## config.mk

```make
export PLATFORM = sky130hd
export DESIGN_NAME = instr_encoder
export DESIGN_NICKNAME = d
export VERILOG_FILES = /design/src/rtl/instr_encoder.sv
export SDC_FILE = /design/constraint.sdc
export NUM_CORES = 1
export LEC_CHECK = 0
export BUFFER_PORTS_ARGS = -buffer_cell sky130_fd_sc_hd__buf_2
export CAP_MARGIN = 30
export CORE_MARGIN = 3
export CORE_UTILIZATION = 31
export DETAILED_ROUTE_END_ITERATION = 12
export SYNTH_ARGS = -nofsm -noshare
export SYNTH_HDL_FRONTEND = slang
export SYNTH_SLANG_ARGS = --single-unit
```

## constraint.sdc

```tcl
create_clock -name clk -period 2.6 [get_ports clk]
set_input_delay 0.52 -clock clk [delete_from_list [all_inputs] [get_ports clk]]
set_output_delay 0.52 -clock clk [all_outputs]
set_load 0.1 [all_outputs]
```

## src/rtl/instr_encoder.sv

```systemverilog
// instr_encoder: packs operation descriptors into 16-bit Tron instruction words, expanding
// out-of-range immediates via LUI/ORI through a scratch register. Option: INSTR_ENC_STATS_EN.
module instr_encoder #(
  parameter int unsigned SCRATCH_REG = 15,
  parameter int unsigned WIDTH       = 16
) (
  input  logic             clk,
  input  logic             reset,
  input  logic             in_valid,
  output logic             in_ready,
  input  logic [4:0]       in_op,
  input  logic [3:0]       in_rd,
  input  logic [3:0]       in_rs,
  input  logic [3:0]       in_cond,
  input  logic [WIDTH-1:0] in_imm,
  output logic             out_valid,
  input  logic             out_ready,
  output logic [WIDTH-1:0] instr,
  output logic             out_last,
  output logic             err
`ifdef INSTR_ENC_STATS_EN
  ,
  output logic [15:0]      word_count,
  output logic [7:0]       err_count
`endif
);

  localparam logic [4:0] OpAdd   = 5'd0;
  localparam logic [4:0] OpSub   = 5'd1;
  localparam logic [4:0] OpCmp   = 5'd2;
  localparam logic [4:0] OpAnd   = 5'd3;
  localparam logic [4:0] OpOr    = 5'd4;
  localparam logic [4:0] OpXor   = 5'd5;
  localparam logic [4:0] OpMov   = 5'd6;
  localparam logic [4:0] OpLsh   = 5'd7;
  localparam logic [4:0] OpAddi  = 5'd8;
  localparam logic [4:0] OpSubi  = 5'd9;
  localparam logic [4:0] OpCmpi  = 5'd10;
  localparam logic [4:0] OpAndi  = 5'd11;
  localparam logic [4:0] OpOri   = 5'd12;
  localparam logic [4:0] OpXori  = 5'd13;
  localparam logic [4:0] OpMovi  = 5'd14;
  localparam logic [4:0] OpLshi  = 5'd15;
  localparam logic [4:0] OpLui   = 5'd16;
  localparam logic [4:0] OpLoad  = 5'd17;
  localparam logic [4:0] OpStor  = 5'd18;
  localparam logic [4:0] OpJal   = 5'd19;
  localparam logic [4:0] OpBcond = 5'd20;
  localparam logic [4:0] OpJcond = 5'd21;

  localparam logic [3:0] MajR     = 4'b0000;
  localparam logic [3:0] MajShift = 4'b1000;
  localparam logic [3:0] MajMem   = 4'b0100;
  localparam logic [3:0] MajBcond = 4'b1100;
  localparam logic [3:0] OpcLui   = 4'b1111;
  localparam logic [3:0] OpcOri   = 4'b0010;
  localparam logic [3:0] Scratch  = 4'(SCRATCH_REG);

  typedef enum logic [0:0] {StIdle, StEmit} state_e;

  // Shared ALU code: R-type ext field and I-type opcode use the same value per operation.
  function automatic logic [3:0] alu_code(input logic [2:0] sel);
    logic [3:0] code;
    case (sel)
      3'd0:    code = 4'b0101;
      3'd1:    code = 4'b1001;
      3'd2:    code = 4'b1011;
      3'd3:    code = 4'b0001;
      3'd4:    code = 4'b0010;
      3'd5:    code = 4'b0011;
      default: code = 4'b1101;
    endcase
    return code;
  endfunction

  // Descriptor encoding, evaluated on the live inputs and captured at acceptance.
  logic [WIDTH-1:0] enc_word [3];
  logic [1:0]       enc_count;
  logic             enc_reject;
  logic [7:0]       imm_hi, imm_lo;
  logic             fits_s8, fits_u8, fits_s5, imm_fits;
  logic [3:0]       alu;

  assign imm_hi  = in_imm[WIDTH-1:8];
  assign imm_lo  = in_imm[7:0];
  assign fits_s8 = (in_imm[WIDTH-1:7] == '0) || (in_imm[WIDTH-1:7] == '1);
  assign fits_u8 = (in_imm[WIDTH-1:8] == '0);
  assign fits_s5 = (in_imm[WIDTH-1:4] == '0) || (in_imm[WIDTH-1:4] == '1);

  always_comb begin
    enc_word[0] = '0;
    enc_word[1] = '0;
    enc_word[2] = '0;
    enc_count   = 2'd1;
    enc_reject  = 1'b0;
    alu         = alu_code(in_op[2:0]);
    imm_fits    = (in_op inside {OpAddi, OpSubi, OpCmpi}) ? fits_s8 : fits_u8;
    case (in_op)
      OpAdd, OpSub, OpCmp, OpAnd, OpOr, OpXor, OpMov: begin
        enc_word[0] = {MajR, in_rd, alu, in_rs};
      end
      OpLsh: enc_word[0] = {MajShift, in_rd, 4'b0100, in_rs};
      OpAddi, OpSubi, OpCmpi, OpAndi, OpOri, OpXori, OpMovi: begin
        if (imm_fits) begin
          enc_word[0] = {alu, in_rd, imm_lo};
        end else if (in_rd == Scratch) begin
          enc_reject = 1'b1;
        end else if (in_op == OpMovi) begin
          // MOVI builds the value directly in rd, no scratch needed.
          enc_word[0] = {OpcLui, in_rd, imm_hi};
          enc_word[1] = {OpcOri, in_rd, imm_lo};
          enc_count   = (imm_lo == '0) ? 2'd1 : 2'd2;
        end else begin
          enc_word[0] = {OpcLui, Scratch, imm_hi};
          if (imm_lo == '0) begin
            enc_word[1] = {MajR, in_rd, alu, Scratch};
            enc_count   = 2'd2;
          end else begin
            enc_word[1] = {OpcOri, Scratch, imm_lo};
            enc_word[2] = {MajR, in_rd, alu, Scratch};
            enc_count   = 2'd3;
          end
        end
      end
      OpLshi: begin
        if (fits_s5) enc_word[0] = {MajShift, in_rd, 3'b000, in_imm[4:0]};
        else         enc_reject  = 1'b1;
      end
      OpLui:  enc_word[0] = {OpcLui, in_rd, imm_lo};
      OpLoad: enc_word[0] = {MajMem, in_rd, 4'b0000, in_rs};
      OpStor: enc_word[0] = {MajMem, in_rd, 4'b0100, in_rs};
      OpJal:  enc_word[0] = {MajMem, in_rd, 4'b1000, in_rs};
      OpBcond: begin
        if (fits_s8) enc_word[0] = {MajBcond, in_cond, imm_lo};
        else         enc_reject  = 1'b1;
      end
      OpJcond: enc_word[0] = {MajMem, in_cond, 4'b1100, in_rs};
      default: enc_reject = 1'b1;
    endcase
  end

  // Emission FSM and word buffer.
  state_e           state_q, state_d;
  logic [WIDTH-1:0] buf_q [3];
  logic [WIDTH-1:0] buf_d [3];
  logic [1:0]       idx_q, idx_d;
  logic [1:0]       count_q, count_d;
  logic             err_q, err_d;
  logic             last_word;

  assign last_word = (idx_q == count_q - 2'd1);

  always_comb begin
    state_d = state_q;
    idx_d   = idx_q;
    count_d = count_q;
    buf_d   = buf_q;
    err_d   = 1'b0;
    unique case (state_q)
      StIdle: begin
        if (in_valid) begin
          if (enc_reject) begin
            err_d = 1'b1;
          end else begin
            buf_d   = enc_word;
            count_d = enc_count;
            idx_d   = 2'd0;
            state_d = StEmit;
          end
        end
      end
      StEmit: begin
        if (out_ready) begin
          if (last_word) state_d = StIdle;
          else           idx_d   = idx_q + 2'd1;
        end
      end
    endcase
  end

  always_ff @(posedge clk) begin
    if (!reset) begin
      state_q <= StIdle;
      buf_q   <= '{default: '0};
      idx_q   <= 2'd0;
      count_q <= 2'd1;
      err_q   <= 1'b0;
    end else begin
      state_q <= state_d;
      buf_q   <= buf_d;
      idx_q   <= idx_d;
      count_q <= count_d;
      err_q   <= err_d;
    end
  end

  always_comb begin
    in_ready  = (state_q == StIdle);
    out_valid = (state_q == StEmit);
    instr     = out_valid ? buf_q[idx_q] : '0;
    out_last  = out_valid && last_word;
    err       = err_q;
  end

`ifdef INSTR_ENC_STATS_EN
  logic [15:0] word_cnt_q;
  logic [7:0]  err_cnt_q;

  always_ff @(posedge clk) begin
    if (!reset) begin
      word_cnt_q <= '0;
      err_cnt_q  <= '0;
    end else begin
      if (out_valid && out_ready) word_cnt_q <= word_cnt_q + 16'd1;
      if (err_q && (err_cnt_q != 8'hFF)) err_cnt_q <= err_cnt_q + 8'd1;
    end
  end

  assign word_count = word_cnt_q;
  assign err_count  = err_cnt_q;
`endif

endmodule

```

Yosys cells after proc, flatten, opt, wreduce, memory -nomap -nowiden
Index checks and enable logic that the tools add are counted.

Flip-flop bits (word level): 54. Word-level logic and storage cells: 104. Output and inout bits: 20. Input port bits: 37.

$add $sub $neg: 2. Bitwise logic cells: 5. Eq/ne operators: 34. Reductions and logical operators: 16. Multiplexer cells: 39. Order comparisons: 1.

Operators with widths (count): 16-bit case mux with 10 select lines (1); 16-bit two-way mux (6); 32-bit two-way mux (2); 48-bit two-way mux (1); 5-bit by 4-bit equality test with 1-bit output (second input constant) (8); 16-bit binary-select mux with 2-bit select (1); 5-bit equality test (second input constant) (6); 28-bit two-way mux (1); 12-bit two-way mux (2); 4-bit case mux with 6 select lines (1); 5-bit by 3-bit equality test with 1-bit output (second input constant) (4); 2-bit two-way mux (9); 8-bit zero test (2); 14-bit two-way mux (1); 7-bit OR reduction (2); 13-bit OR reduction (1); 12-bit equality test (second input constant) (1); 12-bit zero test (1); 1-bit two-way mux (11); 5-bit by 2-bit equality test with 1-bit output (second input constant) (2); 9-bit equality test (second input constant) (1); 9-bit zero test (1); 2-bit inequality test (second input constant) (4); 3-bit by 2-bit equality test with 1-bit output (second input constant) (2); other kinds (21) (26).

Logic depth before layout (Yosys ltp)
Word-level depth: 8. Mapped depth: 9. Gate-level depth less buffers: 6.

Least setup slack after synthesis
OpenSTA, ideal clock, no wires.

Path kind: reg-to-output. Start point: register state_q, in the netlist out_valid. End point: output instr[3]. Stages on the path, launching flop included: 4. Buffers on the path: 1. Arrival: 3610 ps. Data required time: 2080 ps. Setup slack: -1530 ps. Cells stage by stage: dfxtp_1 > inv_1 > clkbuf_1 > a21oi_1.

Cells in the longest elaborated chain, start to end: 1.

Ends and longest elaborated chain: from (decl) (line 143) `state_e state_q, state_d;`; from (signal assigned) (line 183) `state_q <= StIdle;`; from (signal assigned) (line 189) `state_q <= state_d;`; 16-bit two-way mux (line 200) `instr = out_valid ? buf_q[idx_q] : '0;`; to (decl) (line 18) `output logic [WIDTH-1:0] instr,`.

Every way passes these cells.

Worst setup path in the final report
Start point: input in_imm[7]. End point: register buf_q[47] in the netlist's numbering.

Cells in the longest elaborated chain, start to end: 7. Elaborated cells on any way between the ends: 17. Those cells by class: eq/ne (2); mux (9); bitwise (1); reduce/logical (5).

Ends and longest elaborated chain: from (decl) (line 15) `input logic [WIDTH-1:0] in_imm,`; 9-bit equality test / 9-bit zero test (equally long branches) (line 86) `assign fits_s8 = (in_imm[WIDTH-1:7] == '0) || (in_imm[WIDTH-1:7] == '1);`; 1-bit logical OR (line 86); 1-bit two-way mux (line 97) `imm_fits = (in_op inside {OpAddi, OpSubi, OpCmpi}) ? fits_s8 : fits_u8;`; 1-bit two-way mux (line 104) `if (imm_fits) begin`; 1-bit case mux with 4 select lines (line 98) `case (in_op)`; 1-bit inverter (no source line); 3-bit AND reduction (no source line); to (signal assigned) (line 190) `buf_q <= buf_d;`; to (decl) (line 144) `logic [WIDTH-1:0] buf_q [3];`.

Parallel ways exist; a longest one is shown, timed or not. A chain may end at the register's enable or synchronous reset.

==> flow_metrics.py <==
metrics = {
    "routing": {
        "dr_total_vias": 3023,
        "drt-total-wl_mm": 8.55,
        "drtAntennaViolNets": 0,
        "routedWlPerCell_um": 15.3,
        "route.detailed.drc": 0,
        "drt_iter0_drc": 192,
        "dr.pass1.iters": 5,
        "vias_per_cell": 5.43,
    },
    "sta": {
        "finalCritPeriodShare_pct": 92.7,
        "hold_ws_ns": 0.454,
        "timing_hold_violations_final": 0,
        "worst_pin_slew_ns": 0.665,
        "setup_viol": 0,
        "skew_ns": 0.00603,
        "slew_headroom_pct": 55.7,
        "timing.fmax_ghz": 0.415,
        "rsz0062_at_grt": "false",
        "fin_ws_ns": 0.190,
        "slew_violations": 0,
        "min_period_ns": 2.41,
    },
    "grt": {
        "antenna_found_initial": 0,
        "gr-usage-all-layers_pct": 16.7,
        "grt_pass1_wl_mm": 14.0,
        "globalRouteOverflowTotal": 0,
        "grt_max_degree": 46,
        "grt_pass1_vias": 2796,
    },
    "setup_path": {
        "cp_common_cell": "nand4_1",
        "startpoint_type": "input pin",
        "end_kind": "register",
        "critPathKind": "in2reg",
        "crit_chain": "buf_2, or4_1, or3_1, nand4_1, nand4_1, a2111oi_1, buf_4, a21oi_1",
        "critical_path_depth": 8,
        "r2r-end": "buf_q[47]$_SDFFE_PN0P_",
        "worst_ep_required_time_ns": 2.79,
        "r2r_setup_slack_ns": 0.86,
        "crit_path_max_fanout": 2,
        "reg2reg_depth": 6,
        "critPathCapture": "buf_q[47]$_SDFFE_PN0P_",
        "cp-startpoint": "in_imm[7]",
        "crit_slowest_cell": "or4_1",
        "worst-path-buf-inv": 2,
        "crit_arrival_ns": 2.60,
        "slowest_delay_ns": 0.53,
        "critPathTopFamily": "simple AND/OR/NAND/NOR gates",
        "reg2reg_from": "out_valid$_SDFF_PN0_",
    },
    "layout": {
        "multi_input_area_um2": 1870,
        "antennaDiodeCount": 0,
        "area_growth_pct": 31.5,
        "utilization_pct": 42.5,
        "fin_nets": 488,
        "seqCellArea_um2": 882,
        "fillers": 918,
        "drive_gt1_share_pct": 26.1,
    },
    "floorplanning": {
        "io_pins": 57,
        "die_h_um": 102,
        "fp.coreArea_um2": 8850,
        "chipWidth_um": 102,
        "std_cell_rows": 34,
        "die_area_um2": 10400,
        "start_util_pct": 32.4,
    },
    "clocking": {
        "clock-sinks": 44,
        "clock_path_buffers": 2,
        "clk_pin_slew_worst_paths_ns": 0.09,
        "cts_tree": "yes",
        "cts_setup_buffers": 0,
        "root_buffer": "clkbuf_8",
        "clock_latency_ns": 0.30,
        "holdBufCountCts": 0,
        "cts_max_level": 2,
        "numCtsBuffers": 5,
    },
    "power_and_ir_drop": {
        "finalPower_w": 0.00163,
        "power.density_nw_per_um2": 433,
        "ir_drop_v": 0.000187,
        "leakagePower_nw": 1.44,
    },
    "yosys": {
        "yosysSeqAreaShare_pct": 30.8,
        "yosys_register_bits": 44,
        "synth_most_common_cell": "dfxtp_1",
        "ys_warn_count": 0,
        "synth_edf_count": 0,
        "synth-simple-area-share_pct": 26.7,
        "synth.distinct_cells": 45,
        "synth_area_leaders": "dfxtp_1, a21oi_1, nand2_1, mux2i_1, o21ai_0",
        "syn_inst": 378,
        "async_flop_share_pct": 0,
        "ys.flop_type": "dfxtp_1",
        "yosys-top-cells-count": "dfxtp_1, a21oi_1, nand2_1",
        "synth_compound_area_share_pct": 29.3,
        "synthMuxAreaShare_pct": 4.54,
        "synth_top_cell_area_share_pct": 30.8,
        "synth_top_family_by_area": "compound AO/OA/AOI/OAI gates",
        "synthAdderAreaFrac_pct": 1.31,
        "synthXorXnorAreaFrac_pct": 0.917,
        "syn_avg_cell_area_um2": 7.58,
        "syn-cell-area_um2": 2860,
        "yosysTopAreaCell": "dfxtp_1",
        "synth_fp_nets": 418,
    },
    "placed_design": {
        "dp_hpwl_mm": 6.52,
        "numPortBuffers": 56,
        "routabilityCongestion": 1.01,
        "place_ws_ns": -0.187,
    },
    "run_status": {
        "status": "finished clean",
    },
    "run": {
        "maxCapViolCount": 0,
    },
    "min_path": {
        "hold_class": "reg2reg",
        "holdPathStages": 2,
    },
}
==> worst min path at each step <==
stage	start	slack [ns]	to
floorplan	buf_q[20]$_SDFFE_PN0P_	0.43	buf_q[20]$_SDFFE_PN0P_
global placement	buf_q[22]$_SDFFE_PN0P_	0.44	buf_q[22]$_SDFFE_PN0P_
detailed placement	buf_q[7]$_SDFFE_PN0P_	0.45	buf_q[7]$_SDFFE_PN0P_
CTS	buf_q[7]$_SDFFE_PN0P_	0.46	buf_q[7]$_SDFFE_PN0P_
global route	buf_q[7]$_SDFFE_PN0P_	0.48	buf_q[7]$_SDFFE_PN0P_
finish	buf_q[7]$_SDFFE_PN0P_	0.45	buf_q[7]$_SDFFE_PN0P_
==> registers in the layout, summed over array words and instances (netlist names) <==
name       count
count_q        2
err            1
buf_q         38
out_valid      1
idx_q          2
==> cells by family (layout without fill, tap and decap cells) <==
group,count (synthesis),after routing
AND/OR/NAND/NOR,150,150
AO/OA/AOI/OAI,129,129
flip-flops,44,44
buffers and inverters,36,107
multiplexers,13,13
adder cells (fa/ha/maj),3,3
XOR/XNOR,3,3
==> worst reg2reg max path, cell delays in order (launching register included) <==
cell       delay [ns]
dfxtp_2          0.35
inv_1            0.21
o211a_1          0.21
nand4_1          0.13
a2111oi_1        0.47
buf_4            0.20
a21oi_1          0.06
==> layer usage <==
layer	share of wire [%]	global-route usage [%]
met3	4.5	2.46
met4	1.9	5.75
met2	47	26.3
met5	0	0
met1	47	23.4
==> through the flow <==
step	area [um2]	setup TNS, ns	instances
floorplan	2940	-1.58	378
global placement	3670	-0.595	549
detailed placement	3670	-1.41	549
CTS	3760	0	557
global route	3760	0	557
finish	3760	0	557
==> power by group <==
group | total [W] | switching, W | internal (W) | leakage, nW
Combinational | 0.000442 | 0.000282 | 0.000160 | 1.04
Clock | 0.000458 | 0.000242 | 0.000216 | 0.0445
Sequential | 0.000731 | 0.0000206 | 0.000710 | 0.359
==> cell type report <==
| cell class | count | share of cell area [%] |
|---|---|---|
| multi-input combinational | 298 | 49.6 |
| inverter | 6 | 0.598 |
| timing repair buffer | 93 | 20.3 |
| clock inverter | 1 | 0.199 |
| tap | 108 | 3.59 |
| sequential | 44 | 23.4 |
| clock buffer | 7 | 2.29 |
==> cells in the final DEF, fill, tap and decap left out, drive strengths merged, types with 3 or more instances in the layout <==
cell,count
o211a,3
nand3,15
nor2b,4
o211ai,9
a21boi,21
nor3,7
mux2i,13
dfxtp,44
inv,6
a21o,5
nand4,5
or3,4
a211oi,7
and3,5
a21oi,36
nand2b,15
a221oi,9
clkbuf,7
and2,6
or4,4
nand2,36
buf,93
nor3b,4
nand3b,4
o21ai,25
ha,3
a31oi,6
or2,4
nor2,33
==> timing repair <==
action,in CTS,in global routing
gates resized for setup,0,1
endpoints found under the setup margin,0,1
endpoints found under the hold margin,0,0
(Power assumes the default switching activity.)
